`src/rtl/uart_rx.sv`:
```
// rtl/uart_rx.sv - 8N1 UART receiver with a one-byte holding register
// and per-frame framing-error and overrun pulses.
module uart_rx #(
  parameter int clk_freq_hz = 100000000,
  parameter int baud_rate   = 9600
) (
  input  logic       i_clk,
  input  logic       i_rst_n,
  input  logic       i_uart_rx,
  output logic [7:0] o_data,
  output logic       o_valid,
  input  logic       i_ready,
  output logic       o_frame_err,
  output logic       o_overrun,
  output logic       o_busy
);

  localparam int N    = clk_freq_hz / baud_rate;
  localparam int HALF = N / 2;
  localparam int CW   = $clog2(N);

  localparam logic [CW-1:0] CNT_BIT  = CW'(N - 1);
  localparam logic [CW-1:0] CNT_HALF = CW'(HALF - 1);

  typedef enum logic [2:0] {
    S_IDLE,
    S_START,
    S_DATA,
    S_STOP,
    S_WAIT_IDLE
  } state_t;

  state_t        state;
  logic [CW-1:0] cnt;
  logic [2:0]    bit_idx;
  logic [7:0]    shreg;
  logic          rx_meta;
  logic          rx_s;
  logic          tick;

  // Two-flop synchronizer; resets to the idle (high) line level.
  always_ff @(posedge i_clk or negedge i_rst_n) begin
    if (!i_rst_n) begin
      rx_meta <= 1'b1;
      rx_s    <= 1'b1;
    end else begin
      rx_meta <= i_uart_rx;
      rx_s    <= rx_meta;
    end
  end

  assign tick   = (cnt == '0);
  assign o_busy = (state != S_IDLE);

  always_ff @(posedge i_clk or negedge i_rst_n) begin
    if (!i_rst_n) begin
      state       <= S_IDLE;
      cnt         <= '0;
      bit_idx     <= 3'd0;
      shreg       <= 8'h00;
      o_data      <= 8'h00;
      o_valid     <= 1'b0;
      o_frame_err <= 1'b0;
      o_overrun   <= 1'b0;
    end else begin
      o_frame_err <= 1'b0;
      o_overrun   <= 1'b0;
      if (o_valid && i_ready) begin
        o_valid <= 1'b0;
      end

      case (state)
        S_IDLE: begin
          if (!rx_s) begin
            cnt   <= CNT_HALF;
            state <= S_START;
          end
        end

        // Mid-start-bit check: a line already back high was only a glitch.
        S_START: begin
          if (tick) begin
            cnt <= CNT_BIT;
            if (rx_s) begin
              state <= S_IDLE;
            end else begin
              bit_idx <= 3'd0;
              state   <= S_DATA;
            end
          end else begin
            cnt <= cnt - 1'b1;
          end
        end

        S_DATA: begin
          if (tick) begin
            cnt     <= CNT_BIT;
            shreg   <= {rx_s, shreg[7:1]};
            bit_idx <= bit_idx + 3'd1;
            if (bit_idx == 3'd7) begin
              state <= S_STOP;
            end
          end else begin
            cnt <= cnt - 1'b1;
          end
        end

        // A byte may load on the same edge the old one is accepted.
        S_STOP: begin
          if (tick) begin
            cnt <= CNT_BIT;
            if (rx_s) begin
              if (!o_valid || i_ready) begin
                o_data  <= shreg;
                o_valid <= 1'b1;
              end else begin
                o_overrun <= 1'b1;
              end
              state <= S_IDLE;
            end else begin
              o_frame_err <= 1'b1;
              state       <= S_WAIT_IDLE;
            end
          end else begin
            cnt <= cnt - 1'b1;
          end
        end

        S_WAIT_IDLE: begin
          if (rx_s) begin
            state <= S_IDLE;
          end
        end

        default: state <= S_IDLE;
      endcase
    end
  end

endmodule

```
`config.mk`:
```
export PLATFORM = sky130hd
export DESIGN_NAME = uart_rx
export DESIGN_NICKNAME = d
export VERILOG_FILES = /design/src/rtl/uart_rx.sv
export SDC_FILE = /design/constraint.sdc
export NUM_CORES = 1
export LEC_CHECK = 0
export ABC_AREA = 1
export BUFFER_PORTS_ARGS = -buffer_cell sky130_fd_sc_hd__buf_2
export CAP_MARGIN = 20
export CORE_ASPECT_RATIO = 1.4
export CORE_MARGIN = 2
export CORE_UTILIZATION = 55
export CTS_BUF_LIST = sky130_fd_sc_hd__clkbuf_16
export DETAILED_ROUTE_END_ITERATION = 12
export GPL_TIMING_DRIVEN = 1
export PLACE_DENSITY = 0.71
export SLEW_MARGIN = 0
export SYNTH_ARGS = -nofsm -noshare
export SYNTH_HDL_FRONTEND = slang
export SYNTH_SLANG_ARGS = --single-unit
```
`constraint.sdc`:
```
create_clock -name i_clk -period 2.8 [get_ports i_clk]
set_input_delay 0.28 -clock i_clk [delete_from_list [all_inputs] [get_ports i_clk]]
set_output_delay 0.28 -clock i_clk [all_outputs]
set_load 0.1 [all_outputs]
```
# Yosys cells after proc, flatten, opt, wreduce, memory -nomap -nowiden
# Cells that the tools add are included.
# op_classes
addsub,2
n_eq_ne,12
n_mux,28
n_reduce_logical,14
# op_table
op,count
two-way mux 3 bit,10
two-way mux 14 bit,2
case mux 14 bit (2 select lines),1
case mux 3 bit (5 select lines),1
zero test 14 bit,1
!= test 2 bit (second input constant),7
subtractor 14 x 1 -> 14 bit (second input constant),1
two-way mux 1 bit,12
AND reduction 4 bit,2
== test 3 x 2 -> 1 bit (second input constant),2
== test 3 bit (second input constant),2
case mux 3 bit (2 select lines),1
AND reduction 6 bit,1
AND reduction 2 bit,2
nonzero test 2 bit,2
adder 3 x 1 -> 3 bit (second input constant),1
== test 3 x 1 -> 1 bit (second input constant),1
zero test 3 bit,1
nonzero test 3 bit,1
OR reduction 3 bit,1
two-way mux 2 bit,1
logical AND 1 bit,1
zero test 1 bit,1
logical OR 1 bit,1
# word_totals
ff_bits,41
output_inout_bits,12
word_cells,66

# Depth between registers and ports, before layout
# Gate-level depths: netlist of run 1.
# logic_depth
word_depth,6
ltp_mapped,9
depth_no_buf,9

# Least setup slack after synthesis of run 1
# No wires, ideal clock.
# synth_timing
path_type,flip-flop to flip-flop
start,register o_valid
end,register o_data[0]
setup_ns,0.122
t_arrival_ns,1.435
required_ns,2.678
path_slack_ns,1.243
path_stages_with_launch,7
synth_period_minus_slack_ns,1.557
path_cell_list,dfrtp_1 inv_1 nor2_1 nor2_2 nand2_4 nand2_1 nand2_1
# synth_between
elab_chain_len,3
# synth_lines
item,line,text
start: declaration,11,"output logic o_valid,"
start signal: assignment,62,o_valid <= 1'b0;
start signal: assignment,69,o_valid <= 1'b0;
start signal: assignment,115,o_valid <= 1'b1;
zero test 1 bit,113,if (!o_valid || i_ready) begin
logical OR 1 bit,113,
AND reduction 4 bit (no source line),-,
end signal: assignment,114,o_data <= shreg;
end: declaration,10,"output logic [7:0] o_data,"
# Every way passes these cells.
# A chain may end at the register's enable or synchronous reset.

# Final worst setup path of run 1
# layout_timing
start,register state[1]
end,register cnt[0]
# layout_between
elab_chain_len,4
# layout_lines
item,line,text
start: declaration,33,state_t state;
start signal: assignment,57,state <= S_IDLE;
start signal: assignment,76,state <= S_START;
start signal: assignment,85,state <= S_IDLE;
== test 3 x 2 -> 1 bit or == test 3 x 1 -> 1 bit (tied branches),72,case (state)
OR reduction 3 bit (no source line),-,
nonzero test 2 bit (no source line),-,
AND reduction 2 bit (no source line),-,
end signal: assignment,91,cnt <= cnt - 1'b1;
end signal: assignment,104,cnt <= cnt - 1'b1;
end signal: assignment,125,cnt <= cnt - 1'b1;
end: declaration,34,logic [CW-1:0] cnt;
# Several ways; a longest one is shown, not always the timed one.

==> impl_results.md, run 1 <==
* Ordered cell list for the critical path: nor2_1 > nor2_1 > nand2_1 > o21ai_0 > inv_1
* Area of the core at 3680 µm²
* Cell at the root of the clock tree: sky130_fd_sc_hd__clkbuf_16
* NetSw at 238 µW
* Number of hold-slack violations in the final timing report at 0
* Clock sinks at 41
* Cell internal pwr at 923 µW
* Number of cells produced by synthesis at 270
* Final clock skew at 0.00331 ns
* Total Routing Usage GR at 0.214
* Yosys reg bits at 41
* Vias after detailed routing at 1,738
* Tightest slew margin relative to the limit at 0.415
* Setup fix buffers added after clock tree synthesis at 0
* Insertion delay of the later-clocked pin in the worst-skew pair at 0.28 ns
* Arrival @ worst endpoint at 2.07 ns
* Vias in the first global route at 1,711
* Fill cell count at 355
* Maximum number of pins on one net before global-route repair at 42
* Hold depth at 1
* Total I/O pin count at 16
* Total negative slack for setup checks at 0 ns
* TritonCTS clock tree: done
* Slowest CP cell: sky130_fd_sc_hd__nor2_1
* Reg-to-reg setup timing slack at 0.90 ns
* Commonest cells after routing, fill and taps aside: 92 x sky130_fd_sc_hd__nand2_1, 39 x sky130_fd_sc_hd__nand3_1, 39 x sky130_fd_sc_hd__dfrtp_1
* Main synth FF type: sky130_fd_sc_hd__dfrtp_1
* Wire length of the first global-routing pass at 7.36 mm
* Post-route DRC at 0
* Fraction of layout instances using a drive strength above 1 at 0.151
* Critical path launch point type: flop
* Unrepaired setup endpoints after global routing: false
* Sequential fraction of the synthesis area at 0.486
* N_diodes at 0
* Leak at 1.39 nW
* Worst flop-to-flop path startpoint: state[1]$_DFFE_PN0P_
* Combinational Power Share at 0.013
* Area of the mapped netlist at 2110 µm²
* Post-synthesis cell type with the largest combined area: sky130_fd_sc_hd__dfrtp_1
* CP Launch Point: state[1]$_DFFE_PN0P_
* Post-route clock period utilization at 0.679
* Proportion of total power due to net switching at 0.205
* H-tree lvl count at 2
* Die Outline Area at 4360 µm²
* Number of buffers inserted by port buffering at 15
* Mean area per synthesized cell at 7.83 µm²
* Area share of the leading cell type in the synthesized netlist at 0.462
* Most common library cell in the layout ignoring fill and taps: sky130_fd_sc_hd__nand2_1
* Nets@finish at 297
* Worst Hold Class: input pin to flop
* Wire length per cell after detailed routing at 12.2 µm
* Antenna violations before repair at 0
* Area growth from synthesis to final layout at 12.3%
* Pins Over Slew Limit at 0
* Category of the critical setup timing path: flop to flop
* Area contributors post-synth: sky130_fd_sc_hd__dfrtp_1 46%, sky130_fd_sc_hd__nand2_1 16%, sky130_fd_sc_hd__nand3_1 9.2%
* Relative contribution of the clock network to total power at 0.473
* Finished Cell Area at 2370 µm²
* Max IR drop VDD at 0.000379 V
* Antenna-violating nets left at 0
* GPL Wtd Cong at 0.818
* Max Fanout on Critical Path at 14
* Row count at 26
* Count of warnings emitted by yosys at 0
* Required arrival time at the worst endpoint at 2.97 ns
* Most repeated library cell on the critical path: sky130_fd_sc_hd__nor2_1
* Worst Hold Path EP: rx_meta$_DFF_PN1_
* Routed wire length at 4.07 mm
* Maximum buffer depth of the clock tree at 2
* Die Y at 77.4 µm
* Worst reg2reg path depth at 5
* Die W at 56.4 µm
* Post-Synthesis Net Count at 277
* Async set-or-reset flop fraction in the synthesized netlist at 1.00
* Number of gates resized after cts at 0
* Sequential share of power at 0.514
* Worst Max-Slew Pin Slew at 0.878 ns
* Post-detail-place hpwl at 3.08 mm
* Largest stage delay, worst path at 0.67 ns
* Grt total ovfl at 0
* Placed instance area at 2230 µm²
* Via density per instance at 5.22
* Count of endpoints failing setup in the final report at 0
* Initial DRT Pass Iterations at 4
* Endpoint type of the worst setup path: flop
* Power density of the placed cells at 489 nW/µm²
* Run status: completed
* Post-synth EDFFs at 0
* Capture point of the worst reg-to-reg path: cnt[0]$_DFFE_PN0P_
* Number of buffers inserted during clock tree synthesis at 5
* Clock transition at path regs at 0.06 ns
* Effective utilization at floorplan at 0.575
* Maximum capacitance violations at 0
* Start point of the worst min-delay path: i_uart_rx
* Max frequency at 526 MHz
* Post-CTS Hold Fix Bufs at 0
* Unique cell type count in the Yosys netlist at 26
* Min Tclk post-route at 1.90 ns
* Violation count after the first detailed-route iteration at 33
==> routing by layer <==
layer,up-vias,track usage,part of all wire
met1,804,0.235,0.42
met2,25,0.407,0.54
met4,0,0.0786,0.016
li1,903,-,-
met5,-,0,0
met3,6,0.0300,0.029
==> worst max path at each step <==
stage,end,slack [ns]
after floorplan,o_data[0]$_DFFE_PN0P_,1.24
after global placement,cnt[0]$_DFFE_PN0P_,0.90
after detailed placement,cnt[0]$_DFFE_PN0P_,0.87
after CTS,cnt[0]$_DFFE_PN0P_,0.85
after global routing,cnt[0]$_DFFE_PN0P_,0.66
final,cnt[0]$_DFFE_PN0P_,0.90
==> power groups by stage <==
stage	sequential, mW	combinational [mW]	clock [mW]
floorplan	0.607	0.00260	0
global placement	0.607	0.0169	0
detailed placement	0.607	0.0167	0
CTS	0.597	0.0167	0.561
global route	0.596	0.0187	0.589
finish	0.597	0.0156	0.549
==> metrics by stage <==
stage                     utilization  cells  hold slack, ns  setup slack [ns]  total power [mW]
after floorplan                     -    270         -0.0156              1.24             0.610
after global routing            0.646    333          0.0892             0.658              1.20
after global placement          0.607    325           0.346             0.904             0.624
final                           0.646    333          0.0930             0.899              1.16
after CTS                       0.646    333          0.0889             0.854              1.17
after detailed placement        0.607    325           0.349             0.867             0.624
==> cell families (layout without fill, tap and decap cells) <==
logic type / count (synthesis) / in the layout / share of synthesized area
AOI/OAI and AO/OA: 21 / 21 / 0.0533
buffers and inverters: 29 / 50 / 0.0533
and+or+nand+nor: 174 / 174 / 0.381
xor gates and xnor gates: 2 / 2 / 0.00829
DFF: 41 / 41 / 0.486
adders and majority gates: 3 / 3 / 0.0178
==> layout make-up <==
type,count,area (µm²),share of cell area
Clock buffer,5,125,0.0527
Multi-Input combinational cell,200,973,0.410
Timing Repair Buffer,15,75.1,0.0316
Inverter,27,103,0.0432
Clock inverter,3,17.5,0.00738
Tap cell,42,52.6,0.0221
Sequential cell,41,1030,0.433
==> flip-flops by register name, summed over array words and instances, names as in the netlist <==
| signal | cells |
|---|---|
| bit_idx | 3 |
| cnt | 14 |
| o_data | 8 |
| o_frame_err | 1 |
| o_overrun | 1 |
| o_valid | 1 |
| rx_meta | 1 |
| rx_s | 1 |
| shreg | 8 |
| state | 3 |
==> worst max-delay path: cells and delay by family (launching register included) <==
kind                   cells  cell delay, ns
AND/OR/NAND/NOR            3            1.10
AO/OA/AOI/OAI              1            0.23
buffers and inverters      1            0.05
flip-flops                 1            0.41
==> cell usage after synthesis (all sizes together), types with 2 or more instances <==
cell and n:
dfrtp 39, buf 2, xor2 2, o21ai 12, nor2 34, nand4 2, nand2 97, nand3 39
dfstp 2, ha 3, clkinv 2, inv 25, a21oi 7
Power figures use the tool's default switching activity.
==> run 2, diff against run 1 <==
- ABC_AREA: 1 -> 0
- clock period: 2.8 -> 1.9 ns (I/O delays scaled with it)
==> run 2 against run 1 <==
Net effect: the flow now finishes with violations (setup timing); sequential share of layout area fell by 3.6 points; hold slack got worse by 0.081 ns; global-route usage rose by 4.3 points; design area rose by 9.0%; worst setup slack got worse by 0.98 ns; synthesized cell count fell by 33%; cell count fell by 20%; critical path type unchanged.
==> impl_results.md, run 2 <==
* Total I/O pin count at 16
* Dominant combinational cell family by area after synthesis: simple AND/OR/NAND/NOR gates
* Number of buffers inserted during clock tree synthesis at 5
* Worst Hold Class: input pin to flop
* Reg-to-reg setup timing slack at -0.08 ns
* Grt total ovfl at 0
* Final instance count without filler cells at 268
* Initial DRT Pass Iterations at 4
* Synthesized-area fraction occupied by and/or/nand/nor cells at 0.173
* Count of warnings emitted by yosys at 0
* Antenna violations before repair at 0
* Leak at 1.31 nW
* Max IR drop VDD at 0.000614 V
* Cell at the root of the clock tree: sky130_fd_sc_hd__clkbuf_16
* Worst Max-Slew Pin Slew at 0.509 ns
* Critical path launch point type: flop
* Area growth from synthesis to final layout at 29.1%
* Main synth FF type: sky130_fd_sc_hd__dfrtp_1
* Via density per instance at 6.09
* Die Outline Area at 4150 µm²
* Share of synthesized area spent on multiplexers at 0.109
* Clock transition at path regs at 0.06 ns
* Number of cells produced by synthesis at 180
* Post-route setup slack at -0.0777 ns
* Count leader, synth: sky130_fd_sc_hd__dfrtp_1
* Row count at 26
* Tightest slew margin relative to the limit at 0.660
* Worst reg2reg path depth at 4
* Number of hold-slack violations in the final timing report at 0
* Insertion delay of the later-clocked pin in the worst-skew pair at 0.28 ns
* Area of the mapped netlist at 2010 µm²
* Worst Hold Path EP: rx_meta$_DFF_PN1_
* Endpoint type of the worst setup path: flop
* Async set-or-reset flop fraction in the synthesized netlist at 1.00
* Post-synth EDFFs at 0
* Arrival @ worst endpoint at 2.14 ns
* GPL Wtd Cong at 0.889
* Pre-CTS worst setup slack at -0.263 ns
* Registers with the highest flip-flop counts: cnt: 14 flops, o_data: 8 flops, shreg: 8 flops
* Maximum buffer depth of the clock tree at 2
* Number of flip-flops in the largest register at 14
* Compound-Gate Fraction of Synth Area at 0.148
* Category of the critical setup timing path: flop to flop
* Register containing the most flip-flops in the final layout: cnt
* TritonCTS clock tree: done
* Tightest hold margin at 0.0115 ns
* Maximum capacitance violations at 0
* Area of the core at 3580 µm²
* Required arrival time at the worst endpoint at 2.06 ns
* XOR/XNOR Fraction of Synth Area at 0
* Mean area per synthesized cell at 11.1 µm²
* Hold depth at 1
* Post-synthesis cell type with the largest combined area: sky130_fd_sc_hd__dfrtp_1
* Vias in the first global route at 1,643
* Worst flop-to-flop path startpoint: cnt[10]$_DFFE_PN0P_
* Die W at 55.0 µm
* Number of buffers inserted by port buffering at 15
* Area contributors post-synth: sky130_fd_sc_hd__dfrtp_1 49%, sky130_fd_sc_hd__mux2_2 5.6%, sky130_fd_sc_hd__mux2_4 5.2%
* Pins Over Slew Limit at 0
* Area share of the leading cell type in the synthesized netlist at 0.487
* Die Y at 75.5 µm
* Final clock skew at 0.00499 ns
* Top post-synthesis cells by count: 39 x sky130_fd_sc_hd__dfrtp_1, 16 x sky130_fd_sc_hd__nor2_1, 10 x sky130_fd_sc_hd__mux2_2, 10 x sky130_fd_sc_hd__o21ai_0, 9 x sky130_fd_sc_hd__a21oi_1
* Antenna-violating nets left at 0
* Routed wire length at 4.78 mm
* Power density of the placed cells at 715 nW/µm²
* Post-route clock period utilization at 1.04
* Max frequency at 506 MHz
* Total negative slack for setup checks at -1.14 ns
* Start point of the worst min-delay path: i_uart_rx
* H-tree lvl count at 2
* Fraction of layout instances using a drive strength above 1 at 0.407
* Wire length per cell after detailed routing at 17.9 µm
* Max Fanout on Critical Path at 6
* Sequential fraction of the synthesis area at 0.513
* Number of instances in the placed design at 253
* Count of endpoints failing setup in the final report at 23
* Yosys reg bits at 41
* N_diodes at 0
* Maximum number of pins on one net before global-route repair at 42
* Violation count after the first detailed-route iteration at 70
* Most common library cell in the layout ignoring fill and taps: sky130_fd_sc_hd__dfrtp_1
* Wire length of the first global-routing pass at 7.58 mm
* Nets@finish at 232
* Clock sinks at 41
* Commonest cells after routing, fill and taps aside: 39 x sky130_fd_sc_hd__dfrtp_1, 28 x sky130_fd_sc_hd__buf_4, 16 x sky130_fd_sc_hd__nor2_1
* Unrepaired setup endpoints after global routing: true
* Run status: complete, but fails checks
* Finished Cell Area at 2590 µm²
* Effective utilization at floorplan at 0.560
* Placed instance area at 2280 µm²
* Vias after detailed routing at 1,631
* Capture point of the worst reg-to-reg path: shreg[4]$_DFFE_PN0P_
* Post-detail-place hpwl at 3.18 mm
* Failing checks: setup timing
* Unique cell type count in the Yosys netlist at 45
* Post-Synthesis Net Count at 187
* Post-route DRC at 0
* Adder and majority gate portion of the synthesized area at 0.0187
* Total Routing Usage GR at 0.257
* Min Tclk post-route at 1.98 ns
-- run 2: changes by cell type in the layout (fill, tap and decap cells not counted), moves of 6 or more --
cell                      delta
sky130_fd_sc_hd__nand2_1    -87
sky130_fd_sc_hd__nand3_1    -34
sky130_fd_sc_hd__buf_4      +28
sky130_fd_sc_hd__inv_1      -17
sky130_fd_sc_hd__mux2_2     +10
sky130_fd_sc_hd__nor2_1      -8
sky130_fd_sc_hd__mux2_4      +7
sky130_fd_sc_hd__nor2_2      -6
-- run 2: area by class of cell --
type / count / area (µm²)
inverter: 7 / 26.3
multi-input combinational: 123 / 985
clock inverter: 3 / 42.5
tap: 42 / 52.6
fill: 255 / 990
clock buffer: 5 / 125
sequential: 41 / 1030
timing repair buffer: 47 / 329
-- run 2: timing repair --
item | in CTS | in global routing
setup buffers | 2 | 3
hold buffers | 1 | 0
hold endpoints to repair | 39 | 0
pin swaps | 4 | 5
gates resized for setup | 9 | 12
gates cloned | 1 | 0
endpoints found under the setup margin | 35 | 32
-- run 2: power breakdown --
part | switching (mW) | total (mW) | internal [mW] | leakage (nW)
Sequential | 0.00308 | 0.880 | 0.877 | 0.530
Combinational | 0.0192 | 0.0260 | 0.00688 | 0.693
Clock | 0.327 | 0.944 | 0.617 | 0.0852
-- run 2: worst max-delay path, cell delays in order, from the launching register on --
cell and delay, ns:
sky130_fd_sc_hd__dfrtp_1 0.38, sky130_fd_sc_hd__or4_4 0.55, sky130_fd_sc_hd__and4b_4 0.44, sky130_fd_sc_hd__nand3b_4 0.16, sky130_fd_sc_hd__mux2_4 0.33
-- run 2: cells by family after synthesis --
kind of cell / after synthesis
flip-flops: 41
adder cells (fa/ha/maj): 3
AO/OA/AOI/OAI: 44
buffers and inverters: 17
AND/OR/NAND/NOR: 58
multiplexers: 17
-- run 2: worst max path at each step --
stage | start | to | slack (ns) | cells after the start
floorplan | cnt[11]$_DFFE_PN0P_ | shreg[0]$_DFFE_PN0P_ | -0.06 | 6
global placement | cnt[12]$_DFFE_PN0P_ | shreg[3]$_DFFE_PN0P_ | -0.13 | 4
detailed placement | cnt[1]$_DFFE_PN0P_ | shreg[4]$_DFFE_PN0P_ | -0.26 | 6
CTS | cnt[12]$_DFFE_PN0P_ | shreg[1]$_DFFE_PN0P_ | -0.09 | 4
global route | cnt[10]$_DFFE_PN0P_ | o_data[3]$_DFFE_PN0P_ | -0.11 | 4
finish | cnt[10]$_DFFE_PN0P_ | shreg[4]$_DFFE_PN0P_ | -0.08 | 4
-- run 2: stage by stage --
step                      utilization  power (mW)
after global placement          0.637       0.920
after CTS                       0.703        1.86
final                           0.723        1.85
after global routing            0.723        1.91
after detailed placement        0.637       0.921
after floorplan                     -       0.899
-- run 2: layer usage --
| metal | GRT usage | part of all wire | vias up |
|---|---|---|---|
| met5 | 0 | 0 | - |
| met2 | 0.455 | 0.57 | 69 |
| li1 | - | - | 754 |
| met3 | 0.0549 | 0.047 | 12 |
| met4 | 0.103 | 0.017 | 0 |
| met1 | 0.295 | 0.37 | 796 |
==> run 3, diff against run 2 <==
- CORE_UTILIZATION: 55 -> 40
- PLACE_DENSITY: 0.71 -> 0.54
- SETUP_SLACK_MARGIN: unset -> 0.2
==> run 3 against run 2 <==
Net effect: the flow still finishes with violations (setup timing); cell count rose by 8.6%; flip-flop and latch count unchanged; utilization down 17 points; highest routed layer unchanged; non-clock buffer count rose by 1; first-iteration DRC count increased by 53%; worst setup slack gained 0.015 ns; critical endpoint is now cnt[9]$_DFFE_PN0P_.
==> impl_results.md, run 3 (synthesized netlist as in run 2, its figures left out) <==
* Required arrival time at the worst endpoint at 2.07 ns
* Vias in the first global route at 1,592
* Initial DRT Pass Iterations at 4
* Min Tclk post-route at 1.96 ns
* Area of the core at 4840 µm²
* Routed wire length at 4.72 mm
* Post-route DRC at 0
* Area growth from synthesis to final layout at 33.1%
* Length of routed met3 wiring at 136 µm
* Final clock skew at 0.00605 ns
* Slowest CP cell: sky130_fd_sc_hd__or4_4
* Fraction of layout instances using a drive strength above 1 at 0.454
* Largest stage delay, worst path at 0.53 ns
* Worst Max-Slew Pin Slew at 0.528 ns
* Most repeated library cell on the critical path: sky130_fd_sc_hd__buf_4
* Maximum capacitance violations at 0
* Most common library cell in the layout ignoring fill and taps: sky130_fd_sc_hd__dfrtp_1
* Maximum number of pins on one net before global-route repair at 42
* Combined area of the multi-input logic cells at 1040 µm²
* Fill cell count at 420
* Insertion delay of the later-clocked pin in the worst-skew pair at 0.28 ns
* TritonCTS clock tree: done
* Antenna-violating nets left at 0
* N_diodes at 0
* Die W at 63.8 µm
* Number of flip-flops in the largest register at 14
* Via density per instance at 5.46
* Leak at 1.32 nW
* Commonest cells after routing, fill and taps aside: 37 x sky130_fd_sc_hd__dfrtp_1, 25 x sky130_fd_sc_hd__buf_4, 15 x sky130_fd_sc_hd__nor2_1, 15 x sky130_fd_sc_hd__buf_2, 9 x sky130_fd_sc_hd__mux2_2
* Post-detail-place hpwl at 3.11 mm
* Clock sinks at 41
* Registers with the highest flip-flop counts: cnt: 14 flops, o_data: 8 flops, shreg: 8 flops
* Number of buffers inserted by port buffering at 15
* Nets@finish at 233
* Total I/O pin count at 16
* Grt total ovfl at 0
* CP bufs+invs at 2
* Tightest hold margin at 0.275 ns
* Antenna violations before repair at 0
* Pins Over Slew Limit at 0
* Relative contribution of the clock network to total power at 0.472
* H-tree lvl count at 2
* Max IR drop VDD at 0.000470 V
* Sequential share of power at 0.512
* Endpoint type of the worst setup path: flop
* Unrepaired setup endpoints after global routing: true
* Effective utilization at floorplan at 0.414
* Critical path launch point type: flop
* Pre-CTS worst setup slack at -0.103 ns
* Max Fanout on Critical Path at 10
* GPL Wtd Cong at 0.875
* Violation count after the first detailed-route iteration at 107
* Max frequency at 510 MHz
* Row count at 30
* Die Y at 87.8 µm
* Highest metal layer used by the detailed router: met4
* Worst Hold Class: input pin to flop
* Proportion of total power due to net switching at 0.206
* Count of endpoints failing setup in the final report at 18
* Met2 layer wire length in the routed design at 2.66 mm
* Register containing the most flip-flops in the final layout: cnt
* Failing checks: setup timing
* Power density of the placed cells at 644 nW/µm²
* Cell at the root of the clock tree: sky130_fd_sc_hd__clkbuf_16
* Number of hold-slack violations in the final timing report at 0
* Die Outline Area at 5600 µm²
* Maximum buffer depth of the clock tree at 2
* Area used by sequential logic in the layout at 1030 µm²
* Arrival @ worst endpoint at 2.14 ns
* Detailed-routing wirelength on met1 at 1.85 mm
* Vias after detailed routing at 1,588
* Post-route setup slack at -0.0625 ns
* Combinational Power Share at 0.016
* Run status: complete, but fails checks
* Tightest slew margin relative to the limit at 0.648
* Post-route clock period utilization at 1.03
* Number of buffers inserted during clock tree synthesis at 5
* Wire length per cell after detailed routing at 16.2 µm
* Wire length of the first global-routing pass at 7.80 mm
* Clock transition at path regs at 0.06 ns
* Crit-path leading delay family: simple AND/OR/NAND/NOR gates
* NetSw at 354 µW
* Total Routing Usage GR at 0.182
* Cell internal pwr at 1.37 mW
* Ordered cell list for the critical path: or4_4 > and4b_2 > buf_4 > buf_4 > o31ai_1 > a21o_1
* Category of the critical setup timing path: flop to flop
## run 3: cell count changes in the layout (fill, tap and decap cells not counted), moves of 2 or more
cell	change
sky130_fd_sc_hd__buf_4	-3
sky130_fd_sc_hd__buf_6	+3
sky130_fd_sc_hd__clkinv_2	+2
sky130_fd_sc_hd__dfrtp_1	-2
sky130_fd_sc_hd__dfrtp_2	+2
sky130_fd_sc_hd__nand3_1	-2
sky130_fd_sc_hd__o21ai_0	-2
sky130_fd_sc_hd__o21ai_1	+2
## run 3: power by group through the flow
stage               Sequential (mW)  Clock (mW)  Combinational, mW
detailed placement            0.896           0             0.0262
finish                        0.880       0.813             0.0275
global placement              0.896           0             0.0251
global route                  0.880       0.887             0.0328
floorplan                     0.893           0            0.00533
CTS                           0.880       0.838             0.0276
## run 3: final timing paths
| path | startpoint | to | slack (ns) | cells after the start |
|---|---|---|---|---|
| worst max-delay path | cnt[12]$_DFFE_PN0P_ | cnt[9]$_DFFE_PN0P_ | -0.06 | 6 |
| worst min-delay path | i_ready | o_valid$_DFF_PN0_ | 0.27 | 3 |
| worst max register to register | cnt[12]$_DFFE_PN0P_ | cnt[9]$_DFFE_PN0P_ | -0.06 | 6 |
| worst min register to register | rx_meta$_DFF_PN1_ | rx_s$_DFF_PN1_ | 0.35 | 0 |
| max in group asynchronous | i_rst_n | state[0]$_DFFE_PN0P_ | 1.01 | 3 |
| min in group asynchronous | i_rst_n | cnt[3]$_DFFE_PN0P_ | 0.51 | 3 |
## run 3: stage by stage
step / setup TNS (ns) / power [mW] / cell area, µm² / util / std cells
final: -0.508 / 1.72 / 2670 / 0.551 / 291
after floorplan: -0.629 / 0.899 / 2010 / - / 180
after CTS: -0.754 / 1.75 / 2590 / 0.534 / 286
after global routing: -2.03 / 1.80 / 2670 / 0.551 / 291
after detailed placement: -1.44 / 0.922 / 2310 / 0.478 / 276
after global placement: -0.713 / 0.921 / 2310 / 0.478 / 276
## run 3: area by class of cell
cell class,count,share of cell area
tap,64,0.0300
clock buffer,5,0.0469
inverter,7,0.00984
timing repair buffer,48,0.131
multi-input combinational,123,0.389
clock inverter,3,0.00656
sequential,41,0.386
## run 3: worst min-delay path, stage by stage
cell                       delay (ns)
sky130_fd_sc_hd__buf_2           0.07
sky130_fd_sc_hd__nand2b_1        0.19
sky130_fd_sc_hd__nand2_1         0.07
## run 3: per-layer routing
layer / vias to the layer above / track usage
met5: - / 0
met4: 0 / 0.0613
met3: 6 / 0.0424
met2: 35 / 0.345
met1: 786 / 0.197
li1: 761 / -
## run 3: timing repair
action	in CTS	in global routing
cloned	0	1
setup buffers	1	3
pin swaps	9	6
resized for setup	25	14
hold endpoints to repair	38	1
endpoints found under the setup margin	36	37
hold buffers	1	1
